File: src/rtl/counter_pkg.sv
`default_nettype none
// ============================================================================
// Module      : counter_pkg
// Description : Shared digit width and digit helpers for the modulo counters.
// Revision    : 1.0 - initial release
// ============================================================================
package counter_pkg;

  localparam int DIGIT_W = 4;

  typedef logic [DIGIT_W-1:0] digit_t;

  // Out-of-range digits saturate to the top of the modulus rather than wrap.
  function automatic digit_t clamp_digit(input digit_t val, input int mod);
    if (int'(val) >= mod) begin
      return DIGIT_W'(mod - 1);
    end
    return val;
  endfunction

  function automatic digit_t top_digit(input int mod);
    return DIGIT_W'(mod - 1);
  endfunction

endpackage
`default_nettype wire

File: src/rtl/borrow_down_counter_if.sv
`default_nettype none
// ============================================================================
// Module      : borrow_down_counter_if
// Description : Load / decrement / status bundle of the cascadable down counter.
// Revision    : 1.0 - initial release
// ============================================================================
interface borrow_down_counter_if #(
  parameter int DIGITS = 2
);

  logic                  load;
  logic [4*DIGITS-1:0]   load_val;
  logic                  bin;
  logic [4*DIGITS-1:0]   q;
  logic                  bout;
  logic                  zero;

  modport master (
    output load,
    output load_val,
    output bin,
    input  q,
    input  bout,
    input  zero
  );

  modport slave (
    input  load,
    input  load_val,
    input  bin,
    output q,
    output bout,
    output zero
  );

endinterface
`default_nettype wire

File: src/rtl/down_digit.sv
`default_nettype none
// ============================================================================
// Module      : down_digit
// Description : One modulo-MOD 4-bit down-counting digit with ripple borrow.
// Revision    : 1.0 - initial release
// ============================================================================
module down_digit
  import counter_pkg::*;
#(
  parameter int MOD = 10
) (
  input  wire logic   clock,
  input  wire logic   rst_n,
  input  wire logic   load,
  input  wire digit_t load_val,
  input  wire logic   bin,
  output digit_t      q,
  output digit_t      q_next,
  output logic        bout
);

  digit_t r_q;
  digit_t w_q_next;

  always_comb begin
    w_q_next = r_q;
    if (load) begin
      w_q_next = clamp_digit(load_val, MOD);
    end else if (bin) begin
      w_q_next = (r_q == '0) ? top_digit(MOD) : (r_q - digit_t'(1));
    end
  end

  always_ff @(posedge clock or negedge rst_n) begin
    if (!rst_n) begin
      r_q <= '0;
    end else begin
      r_q <= w_q_next;
    end
  end

  // Borrow leaves in the same cycle the digit wraps, so the chain ripples.
  assign bout   = bin & (r_q == '0) & ~load;
  assign q      = r_q;
  assign q_next = w_q_next;

endmodule
`default_nettype wire

File: src/rtl/borrow_down_counter.sv
`default_nettype none
// ============================================================================
// Module      : borrow_down_counter
// Description : Cascadable multi-digit modulo down counter with borrow output.
// Revision    : 1.0 - initial release
// ============================================================================
module borrow_down_counter
  import counter_pkg::*;
#(
  parameter int DIGITS       = 2,
  parameter int MOD          = 10,
  parameter int STOP_AT_ZERO = 0
) (
  input  wire logic              clock,
  input  wire logic              rst_n,
  borrow_down_counter_if.slave   bus
);

  localparam int QW = DIGIT_W * DIGITS;

  logic [DIGITS:0] w_borrow;
  logic [QW-1:0]   w_q;
  logic [QW-1:0]   w_q_next;
  logic            w_all_zero;
  logic            w_hold;
  logic            r_zero;

  assign w_all_zero = (w_q == '0);
  // In hold mode a request at zero never reaches digit 0, so nothing wraps.
  assign w_hold      = (STOP_AT_ZERO != 0) && w_all_zero;
  assign w_borrow[0] = bus.bin & ~w_hold;

  generate
    for (genvar i = 0; i < DIGITS; i++) begin : g_digit
      down_digit #(
        .MOD (MOD)
      ) u_digit (
        .clock    (clock),
        .rst_n    (rst_n),
        .load     (bus.load),
        .load_val (bus.load_val[DIGIT_W*i +: DIGIT_W]),
        .bin      (w_borrow[i]),
        .q        (w_q[DIGIT_W*i +: DIGIT_W]),
        .q_next   (w_q_next[DIGIT_W*i +: DIGIT_W]),
        .bout     (w_borrow[i+1])
      );
    end
  endgenerate

  always_ff @(posedge clock or negedge rst_n) begin
    if (!rst_n) begin
      r_zero <= 1'b1;
    end else begin
      r_zero <= (w_q_next == '0);
    end
  end

  assign bus.q    = w_q;
  assign bus.zero = r_zero;
  assign bus.bout = w_borrow[DIGITS] & ~bus.load & (STOP_AT_ZERO == 0);

endmodule
`default_nettype wire

File: src/flat_wrapper.sv
// flat-port wrapper written by rule: the top's interface ports become plain ports
module borrow_down_counter_flat import counter_pkg::*;
#(
  parameter int DIGITS       = 2,
  parameter int MOD          = 10,
  parameter int STOP_AT_ZERO = 0
)
  (clock, rst_n, bus_load, bus_load_val, bus_bin, bus_q, bus_bout, bus_zero);
  borrow_down_counter_if #(.DIGITS(DIGITS)) bus_i ();
  input  wire logic clock;
  input  wire logic rst_n;
  input wire logic [$bits(bus_i.load)-1:0] bus_load;
  input wire logic [$bits(bus_i.load_val)-1:0] bus_load_val;
  input wire logic [$bits(bus_i.bin)-1:0] bus_bin;
  output wire logic [$bits(bus_i.q)-1:0] bus_q;
  output wire logic [$bits(bus_i.bout)-1:0] bus_bout;
  output wire logic [$bits(bus_i.zero)-1:0] bus_zero;
  assign bus_i.load = bus_load;
  assign bus_i.load_val = bus_load_val;
  assign bus_i.bin = bus_bin;
  assign bus_q = bus_i.q;
  assign bus_bout = bus_i.bout;
  assign bus_zero = bus_i.zero;
  borrow_down_counter #(.DIGITS(DIGITS), .MOD(MOD), .STOP_AT_ZERO(STOP_AT_ZERO)) u_core (.clock(clock), .rst_n(rst_n), .bus(bus_i));
endmodule
File: config.mk
export PLATFORM = sky130hd
export DESIGN_NAME = borrow_down_counter_flat
export DESIGN_NICKNAME = d
export VERILOG_FILES = /design/src/rtl/counter_pkg.sv /design/src/rtl/borrow_down_counter_if.sv /design/src/rtl/down_digit.sv /design/src/rtl/borrow_down_counter.sv /design/src/flat_wrapper.sv
export SDC_FILE = /design/constraint.sdc
export NUM_CORES = 1
export LEC_CHECK = 0
export BUFFER_PORTS_ARGS = -buffer_cell sky130_fd_sc_hd__buf_2
export CAP_MARGIN = 20
export CORE_AREA = 2 2 39 41
export CTS_BUF_LIST = sky130_fd_sc_hd__clkbuf_4
export DETAILED_ROUTE_END_ITERATION = 8
export DIE_AREA = 0 0 41 43
export HOLD_SLACK_MARGIN = 0.05
export PLACE_DENSITY_LB_ADDON = 0.25
export SYNTH_ARGS = -nofsm -noshare
export SYNTH_HDL_FRONTEND = slang
export SYNTH_SLANG_ARGS = --single-unit
File: constraint.sdc
create_clock -name clock -period 3.68 [get_ports clock]
set_input_delay 0.184 -clock clock [delete_from_list [all_inputs] [get_ports clock]]
set_output_delay 0.184 -clock clock [all_outputs]
set_load 0.005 [all_outputs]
# --- Word-level counts from Yosys, hierarchy flattened ---
# Index checks and enable logic that the tools add are counted.
totals:
  ff_bits: 9
  input_bits: 12
  out_inout_bits: 10
  wordCells: 30
op_classes:
  addsub: 2
  order_cmp: 2
  muxes: 14
  bitwise_logic: 6
  reduce_logical: 3
op_table:
  columns: ["op", "n"]
  rows:
  - ["$mux W4", 10]
  - ["$ge A4 B4 Y1 const B", 2]
  - ["$logic_not A4 Y1", 2]
  - ["$logic_not A8 Y1", 1]
  - ["$sub A4 B1 Y4 const B", 2]
  - ["$and A1 B1 Y1", 5]
  - ["$mux W1", 4]
  - ["$not A1 Y1", 1]

# --- Longest topological paths before layout ---
# Gate-level depths: netlist (run 1).
depth:
  depth_word: 6
  depth_mapped: 4
  ltp_nobuf: 4

# --- Hierarchy ---
# A second synthesis (run 1) with hierarchy kept.
hier_totals:
  cells_unflattened: 51
  area_unflattened_um2: 539.3
by_module_without_submodules:
  columns: ["mod", "n_inst", "cells_per_inst", "area_each_um2", "seq_area_each_um2"]
  rows:
  - ["down_digit", 2, 23, 244.0, 100.1]
  - ["borrow_down_counter", 1, 5, 51.3, 26.3]

# --- Worst setup path after synthesis (run 1) ---
# OpenSTA, ideal clock, no wires.
synth_path:
  path_kind: "register to register"
  startpoint: "reg u_core.g_digit[0].u_digit.r_q[0]"
  endpoint: "reg u_core.r_zero (netlist: u_core.bus.zero)"
  setup_ns: 0.090
  t_arrival_ns: 1.595
  required_time_ns: 3.590
  setup_slack_ns: 1.995
  path_stages_with_launch: 5
  path_buffers: 0
  period_less_slack_ns: 1.685
  cell_sequence: "dfrtp_1 > xor2_1 > or4_2 > a221o_1 > nor4_2"
synth_between:
  elab_chain_len: 6
  elab_cells_between_ends: 10
  cone_classes: "add/sub (1); mux (5); bitwise (2); reduce/logical (2)"
synth_rtl:
  columns: ["element", "line_no", "rtl"]
  rows:
  - ["start, declared", "down_digit.sv:22", "digit_t r_q;"]
  - ["start signal, assigned", "down_digit.sv:38", "r_q <= w_q_next;"]
  - ["branches (longest 5 deep; another with $sub A4 B1 Y4)", null, null]
  - ["$logic_not A8 Y1 (*)", "borrow_down_counter.sv:54", "r_zero <= (w_q_next == '0);"]
  - ["end signal, assigned", "borrow_down_counter.sv:54", null]
  - ["end, declared", "borrow_down_counter.sv:26", "logic r_zero;"]
# Every way passes the cells marked *.

# --- Worst setup path after layout (run 1) ---
layout_path:
  startpoint: "reg u_core.g_digit[0].u_digit.r_q[1]"
  endpoint: "reg u_core.r_zero (netlist: u_core.bus.zero)"
layout_between:
  elab_chain_len: 6
  elab_cells_between_ends: 10
  cone_classes: "add/sub (1); mux (5); bitwise (2); reduce/logical (2)"
layout_rtl:
  columns: ["element", "line_no", "rtl"]
  rows:
  - ["$logic_not A4 Y1", "down_digit.sv:43", "assign bout = bin & (r_q == '0) & ~load;"]
  - ["$and A1 B1 Y1 (2 in a row)", "down_digit.sv:43", null]
  - ["$mux W4", "down_digit.sv:29", "end else if (bin) begin"]
  - ["$mux W4", "down_digit.sv:27", "if (load) begin"]
  - ["net u_core.g_digit[1].u_digit.q_next[3]", "down_digit.sv:18", "output digit_t q_next,"]
  - ["$logic_not A8 Y1", "borrow_down_counter.sv:54", null]
# The timed path passes the listed nets, and every way through them passes these cells.

==> impl_metrics.yaml, run 1 <==
grt:
  grt_use_total_pct: 21.6
  overflow: 0
  top_usage_layer: "met2"
  grt_max_degree: 19
  grt_pass1_wl_um: 2530
  antenna_found_initial: 0
  met2_usage_pct: 32.8
  grt_pass1_vias: 568
  met3_usage_pct: 1.57
  grt_use_met1_pct: 29.0
floorplanning:
  io_pins: 22
  chipWidth_um: 41
  die_height_um: 43
  coreArea_um2: 1380
  initial_core_util_pct: 42.6
  rows: 14
  dieArea_um2: 1760
finish:
  nFillCells: 130
  antennaDiodeCount: 0
  syn2layout_area_growth_pct: 27.4
  final_cells: 105
  drive_gt1_share_pct: 36.0
  final_common_cell: "buf_2"
  mostFrequentLayoutCells: "buf_2 (21), nor2_1 (8), dfrtp_1 (8)"
  final_net_count: 102
  fin_util_pct: 54.2
worst_setup_path:
  rrSetupSlack_ps: 1870
  worstPathArrival_ps: 1990
  r2r-start: "u_core.g_digit[0].u_digit.q[1]"
  start_kind: "flip-flop"
  regToRegEndpoint: "u_core.bus.zero"
  worstPathRequired_ps: 3860
  cp-end-kind: "flip-flop"
  worst-setup-path-type: "flip-flop to flip-flop"
  rr_worst_depth: 4
  path_max_fanout: 8
logic_synthesis:
  synthDistinctLibCells: 30
  synth.avg_cell_area_um2: 9.21
  postSynthCellCount: 64
  ys_seq_elements: 9
  ys_seq_area_share_pct: 38.4
  synthesis.area_um2: 589
  yosysWarnings: 0
  synth_nets: 76
clocking:
  clock_sinks: 9
  cts_setup_buffers: 0
  clock-root-buffer: "clkbuf_4"
  cts_tree: "built"
  clock_latency_ps: 260
  htreeDepth: 1
  clkTransAtPathRegs_ps: 60
  cts_buffers: 3
  cts_buffer_depth: 2
hold_path:
  whs_path_depth: 3
  whs_endpoint: "u_core.g_digit[0].u_digit.q[0]"
  holdCritStartpoint: "bus_load_val[0]"
  hp-class: "input pin to flip-flop"
power_and_ir_drop:
  vdd_drop_max_mv: 0.178
  p_leak_nw: 0.335
  power.density_nw_per_um2: 372
  finalPower_mw: 0.279
sta:
  rsz0062_at_grt: "no"
  fin_worst_skew_ps: 1.14
  period_needed_ps: 1810
  slew_violations: 0
  fmax_mhz: 553
  finalSetupTns_ps: 0
  setup_viol: 0
  final.period_utilization_pct: 49.1
  hold_viol: 0
  layout_setup_ws_ps: 1870
  max_slew_margin_pct: 74.9
  worst_pin_slew_ps: 375
route:
  wl_um: 1580
  drc_errors: 0
  drt-initial-drc-count: 31
  ant_nets: 0
  num_vias: 604
  avgViaCountPerCell: 5.75
  drt_first_pass_iters: 4
  wl_per_cell_um: 15.0
run_status:
  status: "complete, no violations"
placed_design:
  port_buffers: 21
  place_ws_ps: 1900
  dp_hpwl_um: 1160
  gp_congestion: 0.781
  dp.cells: 100
run:
  cap_violations: 0
## final cells by class
class / instances / area, um^2 / area share, %
Tap cell: 16 / 20.0 / 2.67
Sequential cell: 9 / 226 / 30.2
Multi-Input combinational cell: 51 / 348 / 46.3
Timing Repair Buffer: 22 / 115 / 15.3
Inverter: 3 / 11.3 / 1.50
Clock buffer: 4 / 30.0 / 4.00
## sequential cells by signal, indices dropped and copies added, names as in the netlist
signal and count:
u_core.bus.zero 1, u_core.g_digit.u_digit.q 8
## synth_stat cells
master	count	area share [%]
dfrtp_1	8	34
nor2_1	8	5.1
o21ai_0	6	5.1
nor2b_1	4	4.2
nor3_1	4	3.4
a221o_1	3	5.1
inv_1	3	1.9
nand2_1	3	1.9
a22oi_1	2	2.5
a31oi_1	2	2.1
nand3_1	2	1.7
a21oi_1	1	0.85
a32oi_1	1	1.5
and4b_1	1	1.7
clkbuf_1	1	0.64
dfstp_2	1	4.5
nand2b_1	1	1.1
nand3b_1	1	1.3
nand4_1	1	1.1
nor4_2	1	2.1
nor4b_1	1	1.5
nor4b_4	1	4.0
o22ai_1	1	1.1
o31ai_2	1	2.1
or3b_2	1	1.5
or4_1	1	1.3
or4_2	1	1.5
or4b_4	1	2.3
xnor2_1	1	1.5
xor2_1	1	1.5
## power by group
group	switching (mW)	total [mW]	leakage [nW]	internal (mW)
logic	0.0340	0.0672	0.209	0.0331
clock network	0.0369	0.0862	0.0184	0.0493
registers	0.0172	0.126	0.107	0.109
## logic make-up after synthesis
logic type	count (synthesis)	synth area share (%)
flip-flops	9	38.4
AND/OR/NAND/NOR	32	35.7
buffers and inverters	4	2.55
AO/OA/AOI/OAI	17	20.4
XOR/XNOR	2	2.97
## what timing repair did
action	CTS	global route
endpoints found under the hold margin	9	0
hold buffers	1	0
resized for setup	0	0
## stage by stage
| step | cell area [um^2] | hold WS, ps |
|---|---|---|
| after floorplan | 589 | -112 |
| after global placement | 711 | 50.0 |
| after detailed placement | 711 | 52.1 |
| after CTS | 751 | 168 |
| after global routing | 751 | 191 |
| final | 751 | 177 |
## per-layer routing
metal  vias to the layer above  part of all wire [%]
met5                         -                     0
met2                        26                    50
met4                         0                   1.2
met1                       278                    43
met3                         2                   5.8
li1                        298                     -
## critical path, cell delays in order (launching register included)
cell and delay [ps]:
dfrtp_1 470, or4b_4 590, o31ai_2 250, a31oi_1 160, nor4_2 260
## worst max path at each step
stage / slack (ps) / to / from
after detailed placement: 1900 / u_core.bus.zero / u_core.g_digit[0].u_digit.q[1]
after global routing: 1770 / u_core.bus.zero / u_core.g_digit[0].u_digit.q[1]
after global placement: 1920 / u_core.bus.zero / u_core.g_digit[0].u_digit.q[1]
after floorplan: 1990 / u_core.bus.zero / u_core.g_digit[0].u_digit.q[0]
final: 1870 / u_core.bus.zero / u_core.g_digit[0].u_digit.q[1]
after CTS: 1870 / u_core.bus.zero / u_core.g_digit[0].u_digit.q[1]
(Power assumes the default switching activity.)
==> run 2: changes to the inputs <==
--- a/config.mk
+++ b/config.mk
@@ -5,12 +5,13 @@
 export SDC_FILE = /design/constraint.sdc
 export NUM_CORES = 1
 export LEC_CHECK = 0
+export ABC_AREA = 1
 export BUFFER_PORTS_ARGS = -buffer_cell sky130_fd_sc_hd__buf_2
 export CAP_MARGIN = 20
-export CORE_AREA = 2 2 39 41
+export CORE_MARGIN = 2
+export CORE_UTILIZATION = 45
 export CTS_BUF_LIST = sky130_fd_sc_hd__clkbuf_4
 export DETAILED_ROUTE_END_ITERATION = 8
-export DIE_AREA = 0 0 41 43
 export HOLD_SLACK_MARGIN = 0.05
 export PLACE_DENSITY_LB_ADDON = 0.25
 export SYNTH_ARGS = -nofsm -noshare
==> constraint.sdc (replaced) <==
create_clock -name clock -period 1.47 [get_ports clock]
set_input_delay 0.0735 -clock clock [delete_from_list [all_inputs] [get_ports clock]]
set_output_delay 0.0735 -clock clock [all_outputs]
set_load 0.005 [all_outputs]
==> impl_metrics.yaml, run 2 <==
placed_design:
  gp_congestion: 0.804
  place_ws_ps: 128
  dp_hpwl_um: 1100
  port_buffers: 21
  dp.cells: 135
logic_synthesis:
  synthesis.area_um2: 644
  ys_seq_area_share_pct: 35.1
  yosysMostFrequentCell: "nand2_1"
  synthTopCellsByCount: "nand2_1 (34), inv_1 (15), nor2_1 (13), dfrtp_1 (8), nand3_1 (7)"
  synth_nets: 112
  async_flop_share_pct: 100
  synth.avg_cell_area_um2: 6.44
  synthDistinctLibCells: 18
  ys_seq_elements: 9
  synth_area_leaders: "dfrtp_1 (31%), nand2_1 (20%), inv_1 (8.7%)"
  synthDominantCellAreaShare_pct: 31.1
  synth_edf_count: 0
  yosysTopAreaCell: "dfrtp_1"
  postSynthCellCount: 100
  synth_flop_cell: "dfrtp_1"
  yosysWarnings: 0
floorplanning:
  initial_core_util_pct: 48.9
  dieArea_um2: 1750
  chipWidth_um: 41.8
  die_height_um: 41.8
  coreArea_um2: 1320
  rows: 13
  io_pins: 22
finish:
  fin_util_pct: 61.1
  mostFrequentLayoutCells: "nand2_1 (34), buf_2 (21), inv_1 (15)"
  final_net_count: 138
  largest_register_ffs: 8
  final_common_cell: "nand2_1"
  antennaDiodeCount: 0
  drive_gt1_share_pct: 31.2
  syn2layout_area_growth_pct: 24.9
  nFillCells: 148
  final_cells: 140
power_and_ir_drop:
  vdd_drop_max_mv: 0.566
  p_sw_mw: 0.236
  p_leak_nw: 0.483
  seqPwrFrac_pct: 42.5
  pwr-share-comb_pct: 27.6
  p_sw_share_pct: 33.3
  power.density_nw_per_um2: 884
  p_clk_share_pct: 29.9
  internal_power_mw: 0.475
sta:
  final.period_utilization_pct: 92.6
  holdWs_ps: 73.8
  fin_worst_skew_ps: 6.98
  slew_violations: 0
  fmax_mhz: 735
  layout_setup_ws_ps: 109
  max_slew_margin_pct: 84.9
  worst_pin_slew_ps: 225
  setup_viol: 0
  hold_viol: 0
  period_needed_ps: 1360
  finalSetupTns_ps: 0
  rsz0062_at_grt: "no"
clocking:
  clock_latency_ps: 260
  clkTransAtPathRegs_ps: 60
  clock_sinks: 9
  cts_tree: "built"
  cts_buffers: 3
  clock-root-buffer: "clkbuf_4"
  htreeDepth: 1
  cts_buffer_depth: 2
worst_setup_path:
  cp_cell_sequence: "nor2_1 > nand2_1 > nor2_1 > buf_2"
  worstPathRequired_ps: 1400
  cpPeakStageDelay_ps: 410
  worst-setup-path-type: "flip-flop to primary output"
  crit_buf_inv: 1
  critical_path.top_delay_family: "simple AND/OR/NAND/NOR gates"
  cp-end-kind: "primary output"
  crit_top_cell: "nor2_1"
  cp_slowest_cell: "dfrtp_1"
  start_kind: "flip-flop"
  worstPathArrival_ps: 1290
  path_max_fanout: 5
route:
  wl_um: 1370
  avgViaCountPerCell: 4.60
  ant_nets: 0
  wl_per_cell_um: 9.79
  num_vias: 644
  drc_errors: 0
  drt_first_pass_iters: 4
  drt-initial-drc-count: 11
grt:
  overflow: 0
  grt_pass1_vias: 562
  grt_pass1_wl_um: 2280
  grt_use_total_pct: 16.8
  antenna_found_initial: 0
  grt_max_degree: 11
run:
  cap_violations: 0
run_status:
  status: "complete, no violations"
hold_path:
  hp-class: "input pin to flip-flop"
[run 2: cell families after synthesis]
family	Yosys count	synth area share, %
simple gates	63	45.4
buf+inv	20	12.8
flops	9	35.1
compound gates	8	6.60
[run 2: routing by layer]
metal / wire, um / track usage [%]
met4: 21 / 11.6
met1: 689 / 23.2
met5: 0 / 0
met3: 46 / 1.30
met2: 613 / 24.7
[run 2: tightest hold or removal path, delay by kind of cell]
| family | cells | cell delay (ps) |
|---|---|---|
| AND/OR/NAND/NOR | 2 | 140 |
| buffers and inverters | 1 | 90 |
[run 2: area by class of cell]
cell class,count,area (um^2),area share (%)
multi-input cells,71,343,42.6
repair buffers,22,115,14.3
clock buffers,4,30.0,3.73
flip-flops and latches,9,226,28.1
well taps,15,18.8,2.33
inverters,19,71.3,8.86
[run 2: what timing repair did]
action,in CTS,in global routing
hold buffers,1,0
resized for setup,0,2
hold endpoints to repair,9,0
setup buffers,0,0
endpoints found under the setup margin,0,2
[run 2: through the flow]
stage | area (um^2) | power (mW)
floorplan | 644 | 0.428
global placement | 757 | 0.491
detailed placement | 757 | 0.497
CTS | 797 | 0.709
global route | 805 | 0.754
finish | 805 | 0.711
[run 2: worst paths after layout]
check	start	end	slack (ps)	depth (start not counted)
worst max-delay path	u_core.g_digit[1].u_digit.q[1]	bus_bout	110	4
min in group asynchronous	rst_n	u_core.g_digit[0].u_digit.q[3]	230	2
max in group asynchronous	rst_n	u_core.bus.zero	990	2
worst min register to register	u_core.g_digit[1].u_digit.q[3]	u_core.g_digit[1].u_digit.q[3]	630	4
worst min-delay path	bus_load_val[3]	u_core.g_digit[0].u_digit.q[3]	70	3
worst max register to register	u_core.g_digit[0].u_digit.q[0]	u_core.bus.zero	150	9
[run 2: power groups by stage]
| stage | Sequential (mW) | Clock [mW] | Combinational, mW |
|---|---|---|---|
| 3_5_place_dp | 0.304 | 0 | 0.192 |
| 4_1_cts | 0.300 | 0.214 | 0.195 |
| 2_1_floorplan | 0.305 | 0 | 0.124 |
| 5_1_grt | 0.308 | 0.222 | 0.224 |
| 3_3_place_gp | 0.303 | 0 | 0.188 |
| 6_report | 0.302 | 0.212 | 0.196 |
